## config.mk

```make
export PLATFORM = sky130hd
export DESIGN_NAME = tx_sequence_scheduler_flat
export DESIGN_NICKNAME = d
export VERILOG_FILES = /design/src/rtl/tx_sequence_scheduler_if.sv /design/src/rtl/tx_sequence_scheduler.sv /design/src/flat_wrapper.sv
export SDC_FILE = /design/constraint.sdc
export NUM_CORES = 2
export LEC_CHECK = 0
export ABC_AREA = 1
export BUFFER_PORTS_ARGS = -buffer_cell sky130_fd_sc_hd__buf_2
export CAP_MARGIN = 10
export CELL_PAD_IN_SITES_DETAIL_PLACEMENT = 1
export CELL_PAD_IN_SITES_GLOBAL_PLACEMENT = 1
export CORE_MARGIN = 1.5
export CORE_UTILIZATION = 54
export CTS_BUF_LIST = sky130_fd_sc_hd__clkbuf_16
export CTS_CLUSTER_DIAMETER = 100
export CTS_CLUSTER_SIZE = 30
export DETAILED_ROUTE_END_ITERATION = 8
export PLACE_DENSITY_LB_ADDON = 0.1
export SETUP_SLACK_MARGIN = 0.4
export SKIP_LAST_GASP = 1
export SLEW_MARGIN = 0
export SYNTH_ARGS = -nofsm -noshare
export SYNTH_HDL_FRONTEND = slang
export SYNTH_SLANG_ARGS = --single-unit
```

## constraint.sdc

```tcl
create_clock -name ps_clk -period 12.3 [get_ports ps_clk]
set_input_delay 1.23 -clock ps_clk [delete_from_list [all_inputs] [get_ports ps_clk]]
set_output_delay 1.23 -clock ps_clk [all_outputs]
set_load 0.02 [all_outputs]
```

## src/rtl/tx_sequence_scheduler_if.sv

```systemverilog
// AXI-stream style handshake bundle used by all streaming ports of the scheduler.
interface Axis_If #(
   parameter int WIDTH = 8
);
   logic             valid;
   logic             ready;
   logic             last;
   logic [WIDTH-1:0] data;

   modport Master (output valid, output data, output last, input ready);
   modport Slave  (input valid, input data, input last, output ready);
endinterface

```

## src/rtl/tx_sequence_scheduler.sv

```systemverilog
// Transmit-chain step scheduler: replays a loaded table of {dwell, mux_cfg}
// steps, bracketing each run with AWG start/stop commands.
//
// state       | meaning
// ------------+------------------------------------------------------------
// S_IDLE      | table loads accepted, waiting for a start
// S_AWG_START | AWG start command (2'b01) presented
// S_CFG       | current step's mux config presented to the transmit chain
// S_DWELL     | dwell down-counter running for the current step
// S_ADVANCE   | single cycle: pick next step, wrap the loop, or finish
// S_AWG_STOP  | AWG stop command (2'b10) presented, then back to idle
module tx_sequence_scheduler #(
   parameter int CHANNELS      = 8,
   parameter int MUX_SEL_BITS  = $clog2(3*CHANNELS),
   parameter int MUX_CFG_WIDTH = MUX_SEL_BITS*CHANNELS,
   parameter int DWELL_BITS    = 32,
   parameter int DEPTH         = 16,
   parameter int LOOP_BITS     = 16
) (
   input  logic                      ps_clk,
   input  logic                      ps_reset_n,
   Axis_If.Slave                     ps_seq_write,
   Axis_If.Slave                     ps_seq_loops,
   Axis_If.Slave                     ps_seq_start_stop,
   Axis_If.Master                    ps_mux_config,
   Axis_If.Master                    ps_awg_start_stop,
   output logic [1+$clog2(DEPTH):0]  ps_seq_status
);
   localparam int IDX_W   = $clog2(DEPTH);
   localparam int PTR_W   = $clog2(DEPTH+1);
   localparam int ENTRY_W = DWELL_BITS + MUX_CFG_WIDTH;

   typedef enum logic [2:0] {
      S_IDLE, S_AWG_START, S_CFG, S_DWELL, S_ADVANCE, S_AWG_STOP
   } state_t;

   logic [ENTRY_W-1:0]       table_mem [DEPTH];

   state_t                   state_q, state_d;
   logic [PTR_W-1:0]         wr_ptr_q, wr_ptr_d;
   logic [PTR_W-1:0]         num_steps_q, num_steps_d;
   logic [LOOP_BITS-1:0]     loops_q, loops_d;
   logic [LOOP_BITS-1:0]     loop_cnt_q, loop_cnt_d;
   logic [IDX_W-1:0]         step_q, step_d;
   logic [DWELL_BITS-1:0]    dwell_cnt_q, dwell_cnt_d;
   logic                     error_q, error_d;
   logic                     stop_pend_q, stop_pend_d;
   logic                     wr_ready_q, wr_ready_d;
   logic                     awg_valid_q, awg_valid_d;
   logic [1:0]               awg_data_q, awg_data_d;
   logic                     mux_valid_q, mux_valid_d;
   logic [MUX_CFG_WIDTH-1:0] mux_data_q, mux_data_d;

   logic                     wr_beat, wr_full, start_req, stop_req, stop_now;
   logic                     mux_hs, awg_hs;
   logic [DWELL_BITS-1:0]    cur_dwell;
   logic                     unused_ok;

   assign wr_beat   = ps_seq_write.valid & wr_ready_q;
   assign wr_full   = (wr_ptr_q == PTR_W'(DEPTH));
   assign start_req = ps_seq_start_stop.valid & ps_seq_start_stop.data[0] & ~ps_seq_start_stop.data[1];
   assign stop_req  = ps_seq_start_stop.valid & ps_seq_start_stop.data[1];
   assign stop_now  = stop_pend_q | stop_req;
   assign mux_hs    = mux_valid_q & ps_mux_config.ready;
   assign awg_hs    = awg_valid_q & ps_awg_start_stop.ready;
   assign cur_dwell = table_mem[step_q][ENTRY_W-1 -: DWELL_BITS];

   assign ps_seq_write.ready      = wr_ready_q;
   assign ps_seq_loops.ready      = 1'b1;
   assign ps_seq_start_stop.ready = 1'b1;
   assign ps_mux_config.valid     = mux_valid_q;
   assign ps_mux_config.data      = mux_data_q;
   assign ps_mux_config.last      = 1'b0;
   assign ps_awg_start_stop.valid = awg_valid_q;
   assign ps_awg_start_stop.data  = awg_data_q;
   assign ps_awg_start_stop.last  = 1'b0;
   assign ps_seq_status           = {error_q, state_q != S_IDLE, step_q};
   assign unused_ok               = ^{ps_seq_loops.last, ps_seq_start_stop.last};

   // Table RAM write port; only beats below the full mark land in the table.
   always_ff @(posedge ps_clk) begin
      if (wr_beat && !wr_full) begin
         table_mem[wr_ptr_q[IDX_W-1:0]] <= ps_seq_write.data;
      end
   end

   // Next-state logic for the sequencer, table loader and output registers.
   always_comb begin
      state_d     = state_q;
      wr_ptr_d    = wr_ptr_q;
      num_steps_d = num_steps_q;
      loops_d     = loops_q;
      loop_cnt_d  = loop_cnt_q;
      step_d      = step_q;
      dwell_cnt_d = dwell_cnt_q;
      error_d     = error_q;
      stop_pend_d = stop_pend_q;
      awg_valid_d = awg_valid_q;
      awg_data_d  = awg_data_q;
      mux_valid_d = mux_valid_q;
      mux_data_d  = mux_data_q;

      if (ps_seq_loops.valid) begin
         loops_d = ps_seq_loops.data;
      end

      // A dropped last beat still rewinds the pointer so software can reload.
      if (wr_beat) begin
         if (wr_full) begin
            error_d = 1'b1;
            if (ps_seq_write.last) wr_ptr_d = '0;
         end else if (ps_seq_write.last) begin
            num_steps_d = wr_ptr_q + PTR_W'(1);
            wr_ptr_d    = '0;
         end else begin
            wr_ptr_d = wr_ptr_q + PTR_W'(1);
         end
      end

      case (state_q)
         S_IDLE: begin
            if (start_req) begin
               if (num_steps_q == '0) begin
                  error_d = 1'b1;
               end else begin
                  error_d    = 1'b0;
                  step_d     = '0;
                  loop_cnt_d = loops_q;
                  state_d    = S_AWG_START;
               end
            end
         end
         S_AWG_START: begin
            if (awg_hs) state_d = stop_now ? S_AWG_STOP : S_CFG;
         end
         S_CFG: begin
            // The handshake cycle is the first dwell cycle of the step.
            if (mux_hs) begin
               if (stop_now) begin
                  state_d = S_AWG_STOP;
               end else if (cur_dwell <= DWELL_BITS'(1)) begin
                  state_d = S_ADVANCE;
               end else begin
                  dwell_cnt_d = cur_dwell - DWELL_BITS'(1);
                  state_d     = S_DWELL;
               end
            end
         end
         S_DWELL: begin
            if (stop_now) begin
               state_d = S_AWG_STOP;
            end else if (dwell_cnt_q == DWELL_BITS'(1)) begin
               state_d = S_ADVANCE;
            end else begin
               dwell_cnt_d = dwell_cnt_q - DWELL_BITS'(1);
            end
         end
         S_ADVANCE: begin
            if (stop_now) begin
               state_d = S_AWG_STOP;
            end else if (PTR_W'(step_q) + PTR_W'(1) < num_steps_q) begin
               step_d  = step_q + IDX_W'(1);
               state_d = S_CFG;
            end else if (loop_cnt_q == LOOP_BITS'(1)) begin
               state_d = S_AWG_STOP;
            end else begin
               step_d = '0;
               if (loop_cnt_q != '0) loop_cnt_d = loop_cnt_q - LOOP_BITS'(1);
               state_d = S_CFG;
            end
         end
         S_AWG_STOP: begin
            if (awg_hs) state_d = S_IDLE;
         end
         default: state_d = S_IDLE;
      endcase

      if (stop_req && state_q != S_IDLE) stop_pend_d = 1'b1;
      if (state_d == S_IDLE || state_d == S_AWG_STOP) stop_pend_d = 1'b0;

      if (awg_hs) begin
         awg_valid_d = 1'b0;
         awg_data_d  = 2'b00;
      end
      if (state_d == S_AWG_START && state_q != S_AWG_START) begin
         awg_valid_d = 1'b1;
         awg_data_d  = 2'b01;
      end
      if (state_d == S_AWG_STOP && state_q != S_AWG_STOP) begin
         awg_valid_d = 1'b1;
         awg_data_d  = 2'b10;
      end

      // Config word is registered on entry so it is stable when valid rises.
      if (mux_hs) mux_valid_d = 1'b0;
      if (state_d == S_CFG && state_q != S_CFG) begin
         mux_valid_d = 1'b1;
         mux_data_d  = table_mem[step_d][MUX_CFG_WIDTH-1:0];
      end

      wr_ready_d = (state_d == S_IDLE);
   end

   // State and output registers with asynchronous active-low reset.
   always_ff @(posedge ps_clk or negedge ps_reset_n) begin
      if (!ps_reset_n) begin
         state_q     <= S_IDLE;
         wr_ptr_q    <= '0;
         num_steps_q <= '0;
         loops_q     <= LOOP_BITS'(1);
         loop_cnt_q  <= '0;
         step_q      <= '0;
         dwell_cnt_q <= '0;
         error_q     <= 1'b0;
         stop_pend_q <= 1'b0;
         wr_ready_q  <= 1'b0;
         awg_valid_q <= 1'b0;
         awg_data_q  <= 2'b00;
         mux_valid_q <= 1'b0;
         mux_data_q  <= '0;
      end else begin
         state_q     <= state_d;
         wr_ptr_q    <= wr_ptr_d;
         num_steps_q <= num_steps_d;
         loops_q     <= loops_d;
         loop_cnt_q  <= loop_cnt_d;
         step_q      <= step_d;
         dwell_cnt_q <= dwell_cnt_d;
         error_q     <= error_d;
         stop_pend_q <= stop_pend_d;
         wr_ready_q  <= wr_ready_d;
         awg_valid_q <= awg_valid_d;
         awg_data_q  <= awg_data_d;
         mux_valid_q <= mux_valid_d;
         mux_data_q  <= mux_data_d;
      end
   end
endmodule

```

## src/flat_wrapper.sv

```systemverilog
// flat-port wrapper written by rule: the top's interface ports become plain ports
module tx_sequence_scheduler_flat 
#(
   parameter int CHANNELS      = 8,
   parameter int MUX_SEL_BITS  = $clog2(3*CHANNELS),
   parameter int MUX_CFG_WIDTH = MUX_SEL_BITS*CHANNELS,
   parameter int DWELL_BITS    = 32,
   parameter int DEPTH         = 16,
   parameter int LOOP_BITS     = 16
)
  (ps_clk, ps_reset_n, ps_seq_status, ps_seq_write_valid, ps_seq_write_data, ps_seq_write_last, ps_seq_write_ready, ps_seq_loops_valid, ps_seq_loops_data, ps_seq_loops_last, ps_seq_loops_ready, ps_seq_start_stop_valid, ps_seq_start_stop_data, ps_seq_start_stop_last, ps_seq_start_stop_ready, ps_mux_config_valid, ps_mux_config_data, ps_mux_config_last, ps_mux_config_ready, ps_awg_start_stop_valid, ps_awg_start_stop_data, ps_awg_start_stop_last, ps_awg_start_stop_ready);
  Axis_If #(.WIDTH(((32) + (40)))) ps_seq_write_i ();
  Axis_If #(.WIDTH(16)) ps_seq_loops_i ();
  Axis_If #(.WIDTH(2)) ps_seq_start_stop_i ();
  Axis_If #(.WIDTH((40))) ps_mux_config_i ();
  Axis_If #(.WIDTH(2)) ps_awg_start_stop_i ();
  input  logic ps_clk;
  input  logic ps_reset_n;
  output logic [1+$clog2(DEPTH):0] ps_seq_status;
  input wire logic [$bits(ps_seq_write_i.valid)-1:0] ps_seq_write_valid;
  input wire logic [$bits(ps_seq_write_i.data)-1:0] ps_seq_write_data;
  input wire logic [$bits(ps_seq_write_i.last)-1:0] ps_seq_write_last;
  output wire logic [$bits(ps_seq_write_i.ready)-1:0] ps_seq_write_ready;
  input wire logic [$bits(ps_seq_loops_i.valid)-1:0] ps_seq_loops_valid;
  input wire logic [$bits(ps_seq_loops_i.data)-1:0] ps_seq_loops_data;
  input wire logic [$bits(ps_seq_loops_i.last)-1:0] ps_seq_loops_last;
  output wire logic [$bits(ps_seq_loops_i.ready)-1:0] ps_seq_loops_ready;
  input wire logic [$bits(ps_seq_start_stop_i.valid)-1:0] ps_seq_start_stop_valid;
  input wire logic [$bits(ps_seq_start_stop_i.data)-1:0] ps_seq_start_stop_data;
  input wire logic [$bits(ps_seq_start_stop_i.last)-1:0] ps_seq_start_stop_last;
  output wire logic [$bits(ps_seq_start_stop_i.ready)-1:0] ps_seq_start_stop_ready;
  output wire logic [$bits(ps_mux_config_i.valid)-1:0] ps_mux_config_valid;
  output wire logic [$bits(ps_mux_config_i.data)-1:0] ps_mux_config_data;
  output wire logic [$bits(ps_mux_config_i.last)-1:0] ps_mux_config_last;
  input wire logic [$bits(ps_mux_config_i.ready)-1:0] ps_mux_config_ready;
  output wire logic [$bits(ps_awg_start_stop_i.valid)-1:0] ps_awg_start_stop_valid;
  output wire logic [$bits(ps_awg_start_stop_i.data)-1:0] ps_awg_start_stop_data;
  output wire logic [$bits(ps_awg_start_stop_i.last)-1:0] ps_awg_start_stop_last;
  input wire logic [$bits(ps_awg_start_stop_i.ready)-1:0] ps_awg_start_stop_ready;
  assign ps_seq_write_i.valid = ps_seq_write_valid;
  assign ps_seq_write_i.data = ps_seq_write_data;
  assign ps_seq_write_i.last = ps_seq_write_last;
  assign ps_seq_write_ready = ps_seq_write_i.ready;
  assign ps_seq_loops_i.valid = ps_seq_loops_valid;
  assign ps_seq_loops_i.data = ps_seq_loops_data;
  assign ps_seq_loops_i.last = ps_seq_loops_last;
  assign ps_seq_loops_ready = ps_seq_loops_i.ready;
  assign ps_seq_start_stop_i.valid = ps_seq_start_stop_valid;
  assign ps_seq_start_stop_i.data = ps_seq_start_stop_data;
  assign ps_seq_start_stop_i.last = ps_seq_start_stop_last;
  assign ps_seq_start_stop_ready = ps_seq_start_stop_i.ready;
  assign ps_mux_config_valid = ps_mux_config_i.valid;
  assign ps_mux_config_data = ps_mux_config_i.data;
  assign ps_mux_config_last = ps_mux_config_i.last;
  assign ps_mux_config_i.ready = ps_mux_config_ready;
  assign ps_awg_start_stop_valid = ps_awg_start_stop_i.valid;
  assign ps_awg_start_stop_data = ps_awg_start_stop_i.data;
  assign ps_awg_start_stop_last = ps_awg_start_stop_i.last;
  assign ps_awg_start_stop_i.ready = ps_awg_start_stop_ready;
  tx_sequence_scheduler #(.CHANNELS(CHANNELS), .MUX_SEL_BITS(MUX_SEL_BITS), .MUX_CFG_WIDTH(MUX_CFG_WIDTH), .DWELL_BITS(DWELL_BITS), .DEPTH(DEPTH), .LOOP_BITS(LOOP_BITS)) u_core (.ps_clk(ps_clk), .ps_reset_n(ps_reset_n), .ps_seq_write(ps_seq_write_i), .ps_seq_loops(ps_seq_loops_i), .ps_seq_start_stop(ps_seq_start_stop_i), .ps_mux_config(ps_mux_config_i), .ps_awg_start_stop(ps_awg_start_stop_i), .ps_seq_status(ps_seq_status));
endmodule
```

# After elaboration in Yosys (flattened, before gate mapping)
# Memory sizes are Yosys's and may differ from the RTL's. A register that Yosys moved wholly into a read port is not among the register bits.
# Index checks and enable logic that the tools add are counted.
[classes] mux=53 n_lt_le_gt_ge=2 add_sub_neg=6 bitwise=9 n_reduce_logical=22 n_eq_ne=26
[ops] operator="32-bit 2-to-1 mux" n=5
[ops] operator="16-bit 2-to-1 mux" n=6
[ops] operator="32-bit case mux with 2 select lines" n=1
[ops] operator="32-bit by 1-bit subtractor with 32-bit output (second input constant)" n=2
[ops] operator="3-bit 2-to-1 mux" n=13
[ops] operator="32-bit by 1-bit == test with 1-bit output (second input constant)" n=1
[ops] operator="32-bit by 1-bit <= comparator with 1-bit output (second input constant)" n=1
[ops] operator="16-bit case mux with 2 select lines" n=1
[ops] operator="4-bit 2-to-1 mux" n=5
[ops] operator="2-bit != test (second input constant)" n=9
[ops] operator="3-bit case mux with 6 select lines" n=1
[ops] operator="16-bit by 1-bit == test with 1-bit output (second input constant)" n=1
[ops] operator="16-bit nonzero test" n=1
[ops] operator="16-bit by 1-bit subtractor with 16-bit output (second input constant)" n=1
[ops] operator="5-bit 2-to-1 mux" n=3
[ops] operator="1-bit 2-to-1 mux" n=14
[ops] operator="3-bit by 2-bit == test with 1-bit output (second input constant)" n=3
[ops] operator="3-bit == test (second input constant)" n=3
[ops] operator="4-bit case mux with 2 select lines" n=1
[ops] operator="2-bit nonzero test" n=4
[ops] operator="7-bit AND reduction" n=1
[ops] operator="1-bit AND" n=6
[ops] operator="3-bit by 1-bit == test with 1-bit output (second input constant)" n=2
[ops] operator="3-bit logical NOT" n=2
[ops] operator="other kinds (20)" n=31
[totals] elab_cells=132 memories=1 in_bits=100 regBits=88 mem_bits_rw=1152 output_inout_bits=55
[mem_list] name="u_core.table_mem" words=16 width=72 read_ports=2 rd_ports_with_merged_regs=1 wr=1 line="tx_sequence_scheduler.sv:37" source="logic [ENTRY_W-1:0] table_mem [DEPTH];"

# Logic depth before layout (Yosys ltp)
# An unclocked memory read counts as a cell.
[depth] depth_word=10 depth_mapped=28 depth_no_buf=22

# Worst setup path after synthesis
# No wires, ideal clock.
[synth_path] kind="input-to-reg" start="in ps_seq_write_valid" end="mem u_core.table_mem[0][0] in the netlist's numbering, enable pin" path_slack_ns=5.012 setup_ns=0.591 t_arrival_ns=6.697 t_required_ns=11.709 path_buffers=0 stages=4 cell_sequence="nand2_1 > nor2_1 > inv_1 > nor3_1"
[synth_via] elab_chain_cells=4
[synth_lines] item="start, declared" line="flat_wrapper.sv:20" source="input wire logic [$bits(ps_seq_write_i.valid)-1:0] ps_seq_write_valid;"
[synth_lines] item="1-bit AND" line="tx_sequence_scheduler.sv:59" source="assign wr_beat = ps_seq_write.valid & wr_ready_q;"
[synth_lines] item="1-bit logical AND" line="tx_sequence_scheduler.sv:82" source="if (wr_beat && !wr_full) begin"
[synth_lines] item="1-bit 2-to-1 mux" line="tx_sequence_scheduler.sv:82"
[synth_lines] item="1-bit 2-to-1 mux (not written as such)" line="tx_sequence_scheduler.sv:83" source="table_mem[wr_ptr_q[IDX_W-1:0]] <= ps_seq_write.data;"
[synth_lines] item="end, declared" line="tx_sequence_scheduler.sv:37"
# No other way between the ends.

# Final worst setup path
[layout_path] start="reg u_core.step_q[3]" end="reg u_core.mux_data_q[21] (netlist: u_core.ps_mux_config.data[21]) (read register of u_core.table_mem)"
[layout_via] elab_chain_cells=8 elab_cells_between_ends=19
[layout_lines] item="start, declared" line="tx_sequence_scheduler.sv:44" source="logic [IDX_W-1:0] step_q, step_d;"
[layout_lines] item="start signal, assigned" line="tx_sequence_scheduler.sv:227" source="step_q <= step_d;"
[layout_lines] item="memory 16 x 72 bit"
[layout_lines] item="32-bit by 1-bit <= comparator with 1-bit output" line="tx_sequence_scheduler.sv:141" source="end else if (cur_dwell <= DWELL_BITS'(1)) begin"
[layout_lines] item="3-bit 2-to-1 mux" line="tx_sequence_scheduler.sv:141"
[layout_lines] item="3-bit 2-to-1 mux" line="tx_sequence_scheduler.sv:139" source="if (stop_now) begin"
[layout_lines] item="3-bit 2-to-1 mux" line="tx_sequence_scheduler.sv:138" source="if (mux_hs) begin"
[layout_lines] item="3-bit case mux with 6 select lines" line="tx_sequence_scheduler.sv:120" source="case (state_q)"
[layout_lines] item="3-bit by 2-bit == test with 1-bit output" line="tx_sequence_scheduler.sv:196" source="if (state_d == S_CFG && state_q != S_CFG) begin"
[layout_lines] item="1-bit logical AND" line="tx_sequence_scheduler.sv:196"
[layout_lines] item="end, declared" line="tx_sequence_scheduler.sv:52" source="logic [MUX_CFG_WIDTH-1:0] mux_data_q, mux_data_d;"
# Parallel ways exist; a longest one is shown, timed or not.
# A chain may end at the register's enable or synchronous reset.

==> run_results.csv <==
group,metric,value,unit
run_status,status,"completed",
drt,route.met3.wl,7080,um
drt,drt-initial-drc-count,3069,
clocking,clk_pin_slew,0.11,ns
setup_path,reg2regPathDepth,24,
drt,routed_wl,153700,um
drt,top_layer_used,"met5",
clocking,cts_max_path_buffers,3,
timing,hold_violations,0,
placement,place_ws,5.917,ns
drt,drtPass1Iterations,7,
synth,ys_warn_count,0,
setup_path,crit-reg2reg-capture,"u_core.ps_mux_config.data[21]$_DFFE_PN0P_",
setup_path,r2r-start,"u_core.step_q[3]$_DFF_PN0_",
floorplanning,fp-row-count,117,
setup_path,crit_fanout,200,
synth,synth_flop_cell,"edfxtp_1",
timing,fin_crit_sh,52.51,%
pwr,powerDensity,235.5,nW/um^2
clocking,cts-root-buf,"clkbuf_16",
synth,ys_async_sr_fraction,10.00,%
floorplanning,num_io_pins,155,
grt,grt_pass1_wl,229400,um
final_layout,fill_cells,10870,
clocking,cts_hold_buf,0,
clocking,numCtsBuffers,50,
final_layout,utilization,57.45,%
clocking,post_cts_buffers,0,
setup_path,arrival,7.05,ns
grt,grt_pass1_vias,38450,
final_layout,drive_above_1_share,6.519,%
synth,synth_area_leader_cell,"edfxtp_1",
timing,fmaxAchievable,0.1548,GHz
worst_hold_path,hold_depth,2,
timing,finalSetupViolCount,0,
placement,placed_area,56790,um^2
drt,wl_met1,62880,um
floorplanning,start_util,54.33,%
worst_hold_path,hp-start,"u_core.num_steps_q[3]$_DFFE_PN0P_",
grt,antenna_found_initial,14,
floorplanning,core_area,101400,um^2
placement,gp_congestion,0.8435,
synth,ys_ff_latch,1280,
synth,synth_seq_area_share,68.58,%
final_layout,design_area,58280,um^2
grt,grt_usage,29.55,%
worst_hold_path,min_to,"u_core.num_steps_q[3]$_DFFE_PN0P_",
grt,grt_start_max_net_pins,201,
timing,layout_min_cycle_time,6.459,ns
synth,synthDominantCellAreaShare,62.76,%
drt,vias,37450,
setup_path,crit_path_end_kind,"flip-flop",
worst_hold_path,hold_path_class,"reg2reg",
timing,tightest_slew,1.190,ns
timing,slew_headroom,20.66,%
flow_run,max_cap_violations,0,
setup_path,reg2reg_slack,5.84,ns
synth,synth_edf_count,1152,
synth,syn_inst,5090,
timing,final.setup.tns,0,ns
final_layout,seqCellArea,37810,um^2
placement,port_buffers,148,
clocking,htreeDepth,2,
floorplanning,die_w,322.5,um
pwr,irDropWorstVdd,0.0002163,V
setup_path,critical_path_class,"reg2reg",
drt,vias_per_cell,5.774,
setup_path,cp-start-kind,"flip-flop",
floorplanning,die_h,322.5,um
timing,rsz0062_at_grt,"no",
final_layout,multi_input_area,13520,um^2
clocking,insertion_delay,0.70,ns
synth,synthTopCellsByArea,"edfxtp_1 (63%), nand2_1 (7.5%), dfrtp_1 (5.8%)",
drt,drc,0,
grt,grt.overflow.total,0,
timing,fin_ws,5.841,ns
final_layout,fin_nets,5191,
synth,syn_area,55120,um^2
placement,hpwlAfterDp,84560,um
clocking,cts_resized,0,
final_layout,layout_commonest_cell,"edfxtp_1",
timing,clock_skew,0.03436,ns
final_layout,area_growth,5.741,%
floorplanning,die_area,104000,um^2
drt,ant_nets,0,
clocking,cts.sinks,1280,
drt,wl_met2,78680,um
synth,syn_area_per_cell,10.83,um^2
final_layout,final_cell_mix,"edfxtp_1 (1,152), nand2_1 (1,103), inv_1 (668)",
timing,final-max-slew-violation-count,0,
synth,synth_cell_type_count,50,
drt,avgRoutedWirePerCell,23.70,um
clocking,cts_tree,"built",
setup_path,worstPathRequired,12.89,ns
pwr,leakage,22.60,nW
## final cells by class
type                            instances  share of cell area [%]
Tap cell                             1368                   2.937
Multi-Input combinational cell       2874                   23.20
Sequential cell                      1280                   64.87
Clock buffer                           51                   2.190
Clock inverter                         33                  0.3199
Timing Repair Buffer                  203                   2.012
Inverter                              667                   4.420
Antenna cell                           10                 0.04294
## report_power, final
part	switching [W]	total, W	internal (W)
Clock	0.00132	0.00210	0.000777
Sequential	0.000238	0.00532	0.00508
Combinational	0.00461	0.00630	0.00170
## Yosys cell counts (7+ instances only)
master    instances
buf_4            19
nor2_1          445
a22oi_1           7
o21ai_1          45
o211ai_1        210
nand2_2           8
nand2_1        1104
xor2_1           13
a31oi_1          14
nor3_1           18
buf_1            15
ha_1             15
dfrtp_1         127
a21oi_1          82
o22ai_1          12
buf_2           143
nand4_1          14
edfxtp_1       1152
inv_2             8
mux2_2           12
nand3_1         621
inv_1           656
o21ai_0         203
buf_6            15
xnor2_1           8
clkbuf_1         79
## flip-flops by register name, summed over array words and instances (netlist names), 2 cells and up
register                       cells
u_core.step_q                      4
u_core.table_mem                1152
u_core.ps_mux_config.data         40
u_core.loops_q                    16
u_core.wr_ptr_q                    5
u_core.state_q                     3
u_core.ps_awg_start_stop.data      2
u_core.num_steps_q                 5
u_core.loop_cnt_q                 16
u_core.dwell_cnt_q                32
## kinds of logic (layout without fill, tap and decap cells)
logic type	after synthesis	count (layout)	share of synthesized area, %
xor+xnor	21	21	0.3337
buf+inv	938	954	7.051
mux	12	12	0.2452
compound gates	590	590	6.520
fa+ha+maj	15	15	0.3405
other cells	2	14	0.01363
flops	1280	1280	68.58
simple gates	2232	2232	16.92
## routing by layer
| layer | vias to the layer above | track usage (%) |
|---|---|---|
| met5 | - | 0 |
| met4 | 8 | 10.63 |
| met3 | 267 | 3.234 |
| met2 | 925 | 52.45 |
| met1 | 19100 | 37.51 |
| li1 | 17150 | - |
## metrics by stage
step	power, W	hold slack (ns)	std cells
4_1_cts	0.01379	0.5003	6476
6_report	0.01372	0.4980	6486
5_1_grt	0.01457	0.5371	6483
2_1_floorplan	0.009770	0.4530	5092
3_5_place_dp	0.01171	0.4734	6392
3_3_place_gp	0.01147	0.4708	6392
## how the worst max path moves through the flow
| stage | slack [ns] | to | startpoint |
|---|---|---|---|
| floorplan | 5.01 | u_core.table_mem[0][0]$_DFFE_PP_ | ps_seq_write_valid |
| global placement | 6.09 | u_core.ps_mux_config.data[21]$_DFFE_PN0P_ | u_core.step_q[3]$_DFF_PN0_ |
| detailed placement | 5.92 | u_core.ps_mux_config.data[21]$_DFFE_PN0P_ | u_core.step_q[3]$_DFF_PN0_ |
| CTS | 5.87 | u_core.ps_mux_config.data[21]$_DFFE_PN0P_ | u_core.step_q[3]$_DFF_PN0_ |
| global route | 5.35 | u_core.ps_mux_config.data[21]$_DFFE_PN0P_ | u_core.step_q[3]$_DFF_PN0_ |
| finish | 5.84 | u_core.ps_mux_config.data[21]$_DFFE_PN0P_ | u_core.step_q[3]$_DFF_PN0_ |
## critical path, cell delays in order (launching register included)
cell     delay, ns
dfrtp_2       0.41
buf_4         0.36
inv_2         0.11
buf_4         0.61
xor2_1        0.28
ha_1          0.27
nand2_1       0.07
inv_1         0.05
o21ai_0       0.07
nand3_1       0.18
nand2_1       0.14
nand2_1       0.10
o21ai_1       0.16
nand3_1       0.18
nand2_8       0.44
buf_4         0.55
buf_4         0.67
buf_12        0.64
o21ai_0       0.21
nand2_1       0.11
nand3_1       0.08
nand3_1       0.15
nand2_1       0.07
nor2_1        0.18
nor2_1        0.07
Note: power is estimated with default switching activity, not from simulation.
